`config.mk`:
```
export PLATFORM = sky130hd
export DESIGN_NAME = uart_receiver_flat
export DESIGN_NICKNAME = d
export VERILOG_FILES = /design/src/rtl/uart_receiver_if.sv /design/src/rtl/uart_receiver.sv /design/src/flat_wrapper.sv
export SDC_FILE = /design/constraint.sdc
export NUM_CORES = 1
export LEC_CHECK = 0
export CAP_MARGIN = 20
export CORE_UTILIZATION = 57
export DETAILED_ROUTE_END_ITERATION = 16
export PLACE_DENSITY = 0.81
export SLEW_MARGIN = 20
export SYNTH_ARGS = -nofsm -noshare
export SYNTH_HDL_FRONTEND = slang
export SYNTH_SLANG_ARGS = --single-unit
```
`constraint.sdc`:
```
create_clock -name physical_clock -period 2.9 [get_ports physical_clock]
set_clock_uncertainty 0.1 [all_clocks]
set_input_delay 0.58 -clock physical_clock [delete_from_list [all_inputs] [get_ports physical_clock]]
set_output_delay 0.58 -clock physical_clock [all_outputs]
set_load 0.03 [all_outputs]
```
`src/rtl/uart_receiver_if.sv`:
```
// Consumer-side handshake of the UART receiver: one received byte offered
// with valid/ready. The receiver drives the master modport.
interface uart_receiver_if #(
  parameter int DATA_BITS = 8
);
  logic [DATA_BITS-1:0] rx_data;
  logic                 rx_valid;
  logic                 rx_ready;

  modport master (
    output rx_data,
    output rx_valid,
    input  rx_ready
  );

  modport slave (
    input  rx_data,
    input  rx_valid,
    output rx_ready
  );
endinterface

```
`src/rtl/uart_receiver.sv`:
```
// Oversampling UART receiver (8N1) with a one-entry valid/ready output register.
// Define UART_RX_PARITY_EN to add an even-parity bit and the parity_error output.
module uart_receiver #(
  parameter int OVERSAMPLE = 16,
  parameter int DATA_BITS  = 8
) (
  input  logic          physical_clock,
  input  logic          reset_n,
  input  logic [31:0]   baud_divisor,
  input  logic          rx,
  uart_receiver_if.master rx_if,
  output logic          frame_error,
  output logic          overrun
`ifdef UART_RX_PARITY_EN
  ,
  output logic          parity_error
`endif
);

  localparam int SCNT_W = $clog2(OVERSAMPLE);
  localparam int BCNT_W = $clog2(DATA_BITS + 1);

  localparam logic [SCNT_W-1:0] SCNT_HALF = SCNT_W'(OVERSAMPLE / 2 - 1);
  localparam logic [SCNT_W-1:0] SCNT_LAST = SCNT_W'(OVERSAMPLE - 1);
  localparam logic [BCNT_W-1:0] BCNT_LAST = BCNT_W'(DATA_BITS - 1);

  typedef enum logic [2:0] {
    IDLE,
    START,
    DATA,
`ifdef UART_RX_PARITY_EN
    PARITY,
`endif
    STOP
  } state_t;

  state_t               state_q, state_d;
  logic                 sync1_q, sync1_d;
  logic                 sync2_q, sync2_d;
  logic [31:0]          div_cnt_q, div_cnt_d;
  logic [SCNT_W-1:0]    scnt_q, scnt_d;
  logic [BCNT_W-1:0]    bcnt_q, bcnt_d;
  logic [DATA_BITS-1:0] shift_q, shift_d;
  logic [DATA_BITS-1:0] rx_data_q, rx_data_d;
  logic                 rx_valid_q, rx_valid_d;
  logic                 frame_error_q, frame_error_d;
  logic                 overrun_q, overrun_d;
`ifdef UART_RX_PARITY_EN
  logic                 parity_bit_q, parity_bit_d;
  logic                 parity_error_q, parity_error_d;
  logic                 parity_ok;
`endif

  logic                 rxs;
  logic [31:0]          div_term;
  logic                 tick;
  logic                 stop_ok;

  assign rxs = sync2_q;

  // Divisor 0 behaves as 1; ">=" lets a shrunken divisor wrap at once instead of running away.
  assign div_term = (baud_divisor == 32'd0) ? 32'd0 : baud_divisor - 32'd1;
  assign tick     = (div_cnt_q >= div_term);

`ifdef UART_RX_PARITY_EN
  assign parity_ok = ~(^shift_q ^ parity_bit_q);
  assign stop_ok   = rxs & parity_ok;
`else
  assign stop_ok   = rxs;
`endif

  always_comb begin
    sync1_d = rx;
    sync2_d = sync1_q;
  end

  always_comb begin
    div_cnt_d = div_cnt_q + 32'd1;
    if (state_q == IDLE || tick) begin
      div_cnt_d = 32'd0;
    end
  end

  always_comb begin
    state_d       = state_q;
    scnt_d        = scnt_q;
    bcnt_d        = bcnt_q;
    shift_d       = shift_q;
    rx_data_d     = rx_data_q;
    rx_valid_d    = rx_valid_q & ~rx_if.rx_ready;
    frame_error_d = 1'b0;
    overrun_d     = 1'b0;
`ifdef UART_RX_PARITY_EN
    parity_bit_d   = parity_bit_q;
    parity_error_d = 1'b0;
`endif

    unique case (state_q)
      IDLE: begin
        if (!rxs) begin
          state_d = START;
          scnt_d  = '0;
          bcnt_d  = '0;
        end
      end

      START: begin
        if (tick) begin
          if (scnt_q == SCNT_HALF) begin
            scnt_d  = '0;
            state_d = rxs ? IDLE : DATA;
          end else begin
            scnt_d = scnt_q + SCNT_W'(1);
          end
        end
      end

      DATA: begin
        if (tick) begin
          if (scnt_q == SCNT_LAST) begin
            scnt_d  = '0;
            shift_d = {rxs, shift_q[DATA_BITS-1:1]};
            bcnt_d  = bcnt_q + BCNT_W'(1);
            if (bcnt_q == BCNT_LAST) begin
`ifdef UART_RX_PARITY_EN
              state_d = PARITY;
`else
              state_d = STOP;
`endif
            end
          end else begin
            scnt_d = scnt_q + SCNT_W'(1);
          end
        end
      end

`ifdef UART_RX_PARITY_EN
      PARITY: begin
        if (tick) begin
          if (scnt_q == SCNT_LAST) begin
            scnt_d       = '0;
            parity_bit_d = rxs;
            state_d      = STOP;
          end else begin
            scnt_d = scnt_q + SCNT_W'(1);
          end
        end
      end
`endif

      // Decide mid stop bit so a frame starting right after the stop bit is not missed.
      STOP: begin
        if (tick) begin
          if (scnt_q == SCNT_LAST) begin
            scnt_d        = '0;
            state_d       = IDLE;
            frame_error_d = ~rxs;
`ifdef UART_RX_PARITY_EN
            parity_error_d = ~parity_ok;
`endif
            if (stop_ok) begin
              if (!rx_valid_q || rx_if.rx_ready) begin
                rx_data_d  = shift_q;
                rx_valid_d = 1'b1;
              end else begin
                overrun_d = 1'b1;
              end
            end
          end else begin
            scnt_d = scnt_q + SCNT_W'(1);
          end
        end
      end

      default: begin
        state_d = IDLE;
      end
    endcase
  end

  always_ff @(posedge physical_clock or negedge reset_n) begin
    if (!reset_n) begin
      sync1_q       <= 1'b1;
      sync2_q       <= 1'b1;
      div_cnt_q     <= 32'd0;
      state_q       <= IDLE;
      scnt_q        <= '0;
      bcnt_q        <= '0;
      shift_q       <= '0;
      rx_data_q     <= '0;
      rx_valid_q    <= 1'b0;
      frame_error_q <= 1'b0;
      overrun_q     <= 1'b0;
`ifdef UART_RX_PARITY_EN
      parity_bit_q   <= 1'b0;
      parity_error_q <= 1'b0;
`endif
    end else begin
      sync1_q       <= sync1_d;
      sync2_q       <= sync2_d;
      div_cnt_q     <= div_cnt_d;
      state_q       <= state_d;
      scnt_q        <= scnt_d;
      bcnt_q        <= bcnt_d;
      shift_q       <= shift_d;
      rx_data_q     <= rx_data_d;
      rx_valid_q    <= rx_valid_d;
      frame_error_q <= frame_error_d;
      overrun_q     <= overrun_d;
`ifdef UART_RX_PARITY_EN
      parity_bit_q   <= parity_bit_d;
      parity_error_q <= parity_error_d;
`endif
    end
  end

  assign rx_if.rx_data  = rx_data_q;
  assign rx_if.rx_valid = rx_valid_q;
  assign frame_error    = frame_error_q;
  assign overrun        = overrun_q;
`ifdef UART_RX_PARITY_EN
  assign parity_error   = parity_error_q;
`endif

endmodule

```
`src/flat_wrapper.sv`:
```
// flat-port wrapper written by rule: the top's interface ports become plain ports
module uart_receiver_flat 
#(
  parameter int OVERSAMPLE = 16,
  parameter int DATA_BITS  = 8
)
  (physical_clock, reset_n, baud_divisor, rx, frame_error, overrun, rx_if_rx_data, rx_if_rx_valid, rx_if_rx_ready);
  uart_receiver_if #(.DATA_BITS(DATA_BITS)) rx_if_i ();
  input  logic physical_clock;
  input  logic reset_n;
  input  logic [31:0] baud_divisor;
  input  logic rx;
  output logic frame_error;
  output logic overrun;
  output wire logic [$bits(rx_if_i.rx_data)-1:0] rx_if_rx_data;
  output wire logic [$bits(rx_if_i.rx_valid)-1:0] rx_if_rx_valid;
  input wire logic [$bits(rx_if_i.rx_ready)-1:0] rx_if_rx_ready;
  assign rx_if_rx_data = rx_if_i.rx_data;
  assign rx_if_rx_valid = rx_if_i.rx_valid;
  assign rx_if_i.rx_ready = rx_if_rx_ready;
  uart_receiver #(.OVERSAMPLE(OVERSAMPLE), .DATA_BITS(DATA_BITS)) u_core (.physical_clock(physical_clock), .reset_n(reset_n), .baud_divisor(baud_divisor), .rx(rx), .rx_if(rx_if_i), .frame_error(frame_error), .overrun(overrun));
endmodule
```
# After elaboration in Yosys (flattened, before gate mapping)
# Index checks and enable logic that the tools add are counted.
# classes
add_sub_neg	4
order_cmp	1
n_eq_ne	15
muxes	34
n_bitwise	3
n_reduce_logical	13
# ops
cell	n
2-to-1 mux 32 bit	2
adder 32 x 1 -> 32 bit, second input constant	1
>= comparator 32 bit	1
zero test 32 bit	1
subtractor 32 x 1 -> 32 bit, second input constant	1
2-to-1 mux 4 bit	7
2-to-1 mux 3 bit	8
inequality test 2 x 1 -> 1 bit, second input constant	8
2-to-1 mux 1 bit	13
case mux 3 bit (4 select lines)	1
case mux 4 bit (3 select lines)	1
adder 4 x 1 -> 4 bit, second input constant	2
equality test 4 x 3 -> 1 bit, second input constant	2
case mux 4 bit (2 select lines)	1
AND reduction 4 bit	2
AND reduction 8 bit	1
equality test 3 x 2 -> 1 bit, second input constant	2
AND reduction 5 bit	1
equality test 4 bit, second input constant	1
equality test 3 x 1 -> 1 bit, second input constant	1
zero test 3 bit	1
AND reduction 3 bit	1
nonzero test 3 bit	1
logical OR 1 bit	2
other kinds (7)	8
# totals
register_bits	64
in_bits	36

# Depth between registers and ports, before layout
# logic_depth
ltp_word	7
ltp_mapped	16
mapped_depth_nobuf	15

# Least setup slack after synthesis
# No wires, ideal clock.
# synth_timing
path_kind	input-to-reg
from	input baud_divisor[8]
to	register u_core.rx_data_q[0], in the netlist u_core.rx_if.rx_data[0]
setup_ps	125
arrival_ps	4042
t_required_ps	2675
path_slack_ps	-1367
path_stages	16
path_cell_list	or4_4 -> nor3_4 -> and4_1 -> nand2_1 -> nor2_1 -> nand3b_1 -> mux2i_1 -> ha_1 -> a21oi_1 -> nand2_1 -> a221o_1 -> a211o_1 -> or2_1 -> buf_4 -> nand3_4 -> mux2_2
# synth_between
elab_chain_len	4
elab_cells_between_ends	5
classes_between	1 x add/sub; 1 x order compare; 1 x mux; 2 x reduce/logical
# synth_lines
element	line	source
from (decl)	flat_wrapper.sv:11	input logic [31:0] baud_divisor;
subtractor 32 x 1 -> 32 bit or zero test 32 bit (tied branches)	uart_receiver.sv:62	assign div_term = (baud_divisor == 32'd0) ? 32'd0 : baud_divisor - 32'd1;
2-to-1 mux 32 bit (*)	uart_receiver.sv:62	
>= comparator 32 bit (*)	uart_receiver.sv:63	assign tick = (div_cnt_q >= div_term);
AND reduction 5 bit (no source line) (*)	n/a	
to (signal assigned)	uart_receiver.sv:206	rx_data_q <= rx_data_d;
to (decl)	uart_receiver.sv:44	logic [DATA_BITS-1:0] rx_data_q, rx_data_d;
# Mark *: on every way between the ends. The rest lies on a longest branch, timed or not.
# A chain may end at the register's enable or synchronous reset.

# Final worst setup path
# layout_timing
from	input baud_divisor[3]
to	register u_core.div_cnt_q[4]
# layout_between
elab_chain_len	5
elab_cells_between_ends	6
classes_between	1 x add/sub; 1 x order compare; 2 x mux; 2 x reduce/logical
# layout_lines
element	line	source
subtractor 32 x 1 -> 32 bit or zero test 32 bit (tied branches)	uart_receiver.sv:62	
2-to-1 mux 32 bit (*)	uart_receiver.sv:62	
>= comparator 32 bit (*)	uart_receiver.sv:63	
logical OR 1 bit (*)	uart_receiver.sv:79	if (state_q == IDLE || tick) begin
2-to-1 mux 32 bit (*)	uart_receiver.sv:79	
net u_core.div_cnt_d[4]	uart_receiver.sv:40	logic [31:0] div_cnt_q, div_cnt_d;
to (signal assigned)	uart_receiver.sv:201	div_cnt_q <= div_cnt_d;
to (decl)	uart_receiver.sv:40	
# Mark *: on every way through the listed nets, which the timed path passes. The rest lies on a longest branch.

==> out/metrics.cfg <==
[hold_path]
worstHoldPathType=reg -> reg
worst_hold_stages=0
hold_path_startpoint=u_core.sync1_q

[synth]
yosys_register_bits=63
synth_edf_count=0
syn_inst=459
synthDistinctLibCells=53
syn-mean-instance-area_um2=9.25
yosysTopAreaCell=sky130_fd_sc_hd__dfrtp_1
dominantRegCellSynth=sky130_fd_sc_hd__dfrtp_1
yosys-top-cells-count=sky130_fd_sc_hd__dfrtp_1 (61), sky130_fd_sc_hd__nand2_1 (61), sky130_fd_sc_hd__nor2_1 (56), sky130_fd_sc_hd__ha_1 (37), sky130_fd_sc_hd__xor2_1 (36)
yosysWarnings=0
synth.net_count=532
syn-cell-area_um2=4240
synth_top_cell_area_share_pct=36.0
fraction_of_the_yosys_area_taken_by_sequential_cells_pct=37.2
synth.top_cells.by_area=sky130_fd_sc_hd__dfrtp_1 (36%), sky130_fd_sc_hd__ha_1 (11%), sky130_fd_sc_hd__xor2_1 (7.4%)
async_flop_share_pct=100

[power_and_ir_drop]
vdd_drop_max_v=0.000392
power.density_cell_area_nw_per_um2=293
total_leakage_power_nw=3.03

[critical_path]
crit_start=baud_divisor[3]
regToRegEndpoint=u_core.bcnt_q[2]
worstPathCellList=dlygate4sd2_1 -> or3_4 -> nor3_4 -> buf_4 -> buf_4 -> buf_4 -> buf_4 -> and3_1 -> nand2_1 -> xnor2_1 -> nand2_1 -> ha_1 -> a21oi_1 -> o21ai_0 -> a211o_1 -> buf_6 -> or3_4 -> clkbuf_16 -> nor2_2
required_ns=3.08
r2r.worst_path.cells=12
worstPathBufferInverterCount=7
setup.worst_path.end=u_core.div_cnt_q[4]
critical_path.startpoint_type=input pin
r2r_setup_slack_ns=-0.06
crit_path_top_delay_cell=sky130_fd_sc_hd__or3_4
setup.worst_path.class=in -> reg
critical_path.endpoint_type=flip-flop
cp.depth=19
regToRegStartpoint=u_core.div_cnt_q[13]
path_max_fanout=6
arrival_ns=4.91
path_common_cell=sky130_fd_sc_hd__buf_4
crit_path_max_incr_delay_ns=0.49
critical_path.top_delay_family=simple AND/OR/NAND/NOR gates

[run]
cap_viol_max_count=0

[clock_tree]
cts_tree=yes
clkLatencyLatePin_ns=0.36
cts.clk_slew.worst_paths_ns=0.07
cts_made_buffers=9
htreeDepth=3
cts_root_buffer=sky130_fd_sc_hd__clkbuf_8
tritoncts_num_sinks=63
cts-root-to-sink-buffers=2

[placement]
dp.final_hpwl_mm=7.60
gpl.final_weighted_congestion=0.913
port_buffers=46
place_ws_ns=-2.14

[die]
start_util_pct=58.8
coreArea_um2=7210
rows=31
die_height_um=88.3
die_area_um2=7800
floorplan.die.width_um=88.3
io-pin-count=47

[cells_and_area]
area_growth_syn_to_layout_pct=54.2
antenna-diode-count=0
share_of_final_layout_standard_cells_stronger_than_drive_strength_1_pct=39.7
final_core_area_utilization_pct=90.7
nNetsFinal=680

[route]
route.final.wire_length_mm=18.7
detail_route.drc_violations=0
number_of_detailed_route_iterations_in_the_first_pass=8
wl_cell_um=26.3
via_count=4931
antenna_violating_nets_post_route=0
dr_vias_cell=6.94
dr.first_iter.drc_count=590

[outcome]
outcome=finished with violations
violations=negative setup slack

[grt]
number_of_antenna_violations_at_the_first_check_in_global_routing=1
first_global_vias=4115
gr-total-overflow=0
grt_start_max_net_pins=32
wire_length_of_the_first_global_routing_pass_mm=19.2
globalRouteTotalUtil_pct=32.4

[timing]
timing.final.max_slew_violations=0
finalHoldViolCount=0
final.period_utilization_pct=163
achievable-frequency_mhz=211
fin_worst_hold_slack_ns=0.258
worst-slew-pin-transition_ns=0.545
finalSetupViolCount=61
grt_setup_unrepaired=yes
max_slew_margin_pct=63.7
fin_setup_tns_ns=-107.58
fin_ws_ns=-1.84
fin_crit_ns=4.74

[cell type report]
| type | instances | area (um^2) |
|---|---|---|
| inverters | 8 | 30.0 |
| well taps | 99 | 124 |
| repair buffers | 149 | 1370 |
| flip-flops and latches | 63 | 1580 |
| multi-input cells | 376 | 3250 |
| clock buffers | 10 | 128 |
| fillers | 235 | 668 |
| clock inverters | 6 | 61.3 |
[layer usage]
| metal | routed length (um) | vias up | global-route usage (%) |
|---|---|---|---|
| met1 | 6220 | 2346 | 38.3 |
| met3 | 2350 | 191 | 6.44 |
| met4 | 1430 | 2 | 17.7 |
| met2 | 8660 | 470 | 55.7 |
| li1 | - | 1922 | - |
| met5 | 10 | - | 0 |
[cells in the final DEF (no fill, tap or decap), drive strengths merged, types with 3 or more instances in the layout]
cell	instances
or3	4
inv	8
mux2	17
nand2b	6
dlygate4sd2	10
clkinv	4
nor2	56
or2	3
clkbuf	14
and3	7
clkdlybuf4s50	23
xor2	36
or4	3
nand3	21
nor3	19
xnor2	20
buf	105
dfrtp	61
o21ai	12
nor4	7
a21oi	17
nand4	16
nand2	61
ha	37
dlymetal6s2s	4
and4	4
and2	3
[per-stage QoR]
stage / power (W) / std cells / area, um^2
4_1_cts: 0.00184 / 700 / 5900
3_3_place_gp: 0.00110 / 661 / 5320
2_1_floorplan: 0.000963 / 459 / 4300
5_1_grt: 0.00196 / 711 / 6550
6_report: 0.00192 / 711 / 6550
3_5_place_dp: 0.00110 / 661 / 5320
[cell families after synthesis]
group / after synthesis / synth area share, %
mux: 18 / 4.75
xor+xnor: 56 / 11.6
fa+ha+maj: 37 / 10.9
flops: 63 / 37.2
compound gates: 47 / 7.25
simple gates: 218 / 25.8
buf+inv: 20 / 2.54
[sequential cells by signal, summed over array words and instances, names as in the netlist]
signal,flops
u_core.rx_if.rx_valid,1
u_core.shift_q,8
u_core.rxs,1
u_core.state_q,2
u_core.rx_if.rx_data,8
u_core.sync1_q,1
u_core.scnt_q,4
u_core.bcnt_q,4
u_core.frame_error,1
u_core.overrun,1
u_core.div_cnt_q,32
[power by group]
group,switching [W],internal [W]
clock network,0.000376,0.000394
registers,0.00000289,0.000881
logic,0.000140,0.000125
[how the worst min path moves through the flow]
stage	to
6_report	u_core.rxs
5_1_grt	u_core.rxs
4_1_cts	u_core.rxs
3_5_place_dp	u_core.rxs
3_3_place_gp	u_core.rxs
2_1_floorplan	u_core.bcnt_q[0]
[timing repair]
item,4_1_cts,5_1_grt
hold buffers,1,0
buffers inserted,19,9
gates resized for setup,93,120
pin swaps,39,42
setup endpoints to repair,61,61
endpoints found under the hold margin,5,0
cloned,3,2
Note: power is estimated with default switching activity, not from simulation.
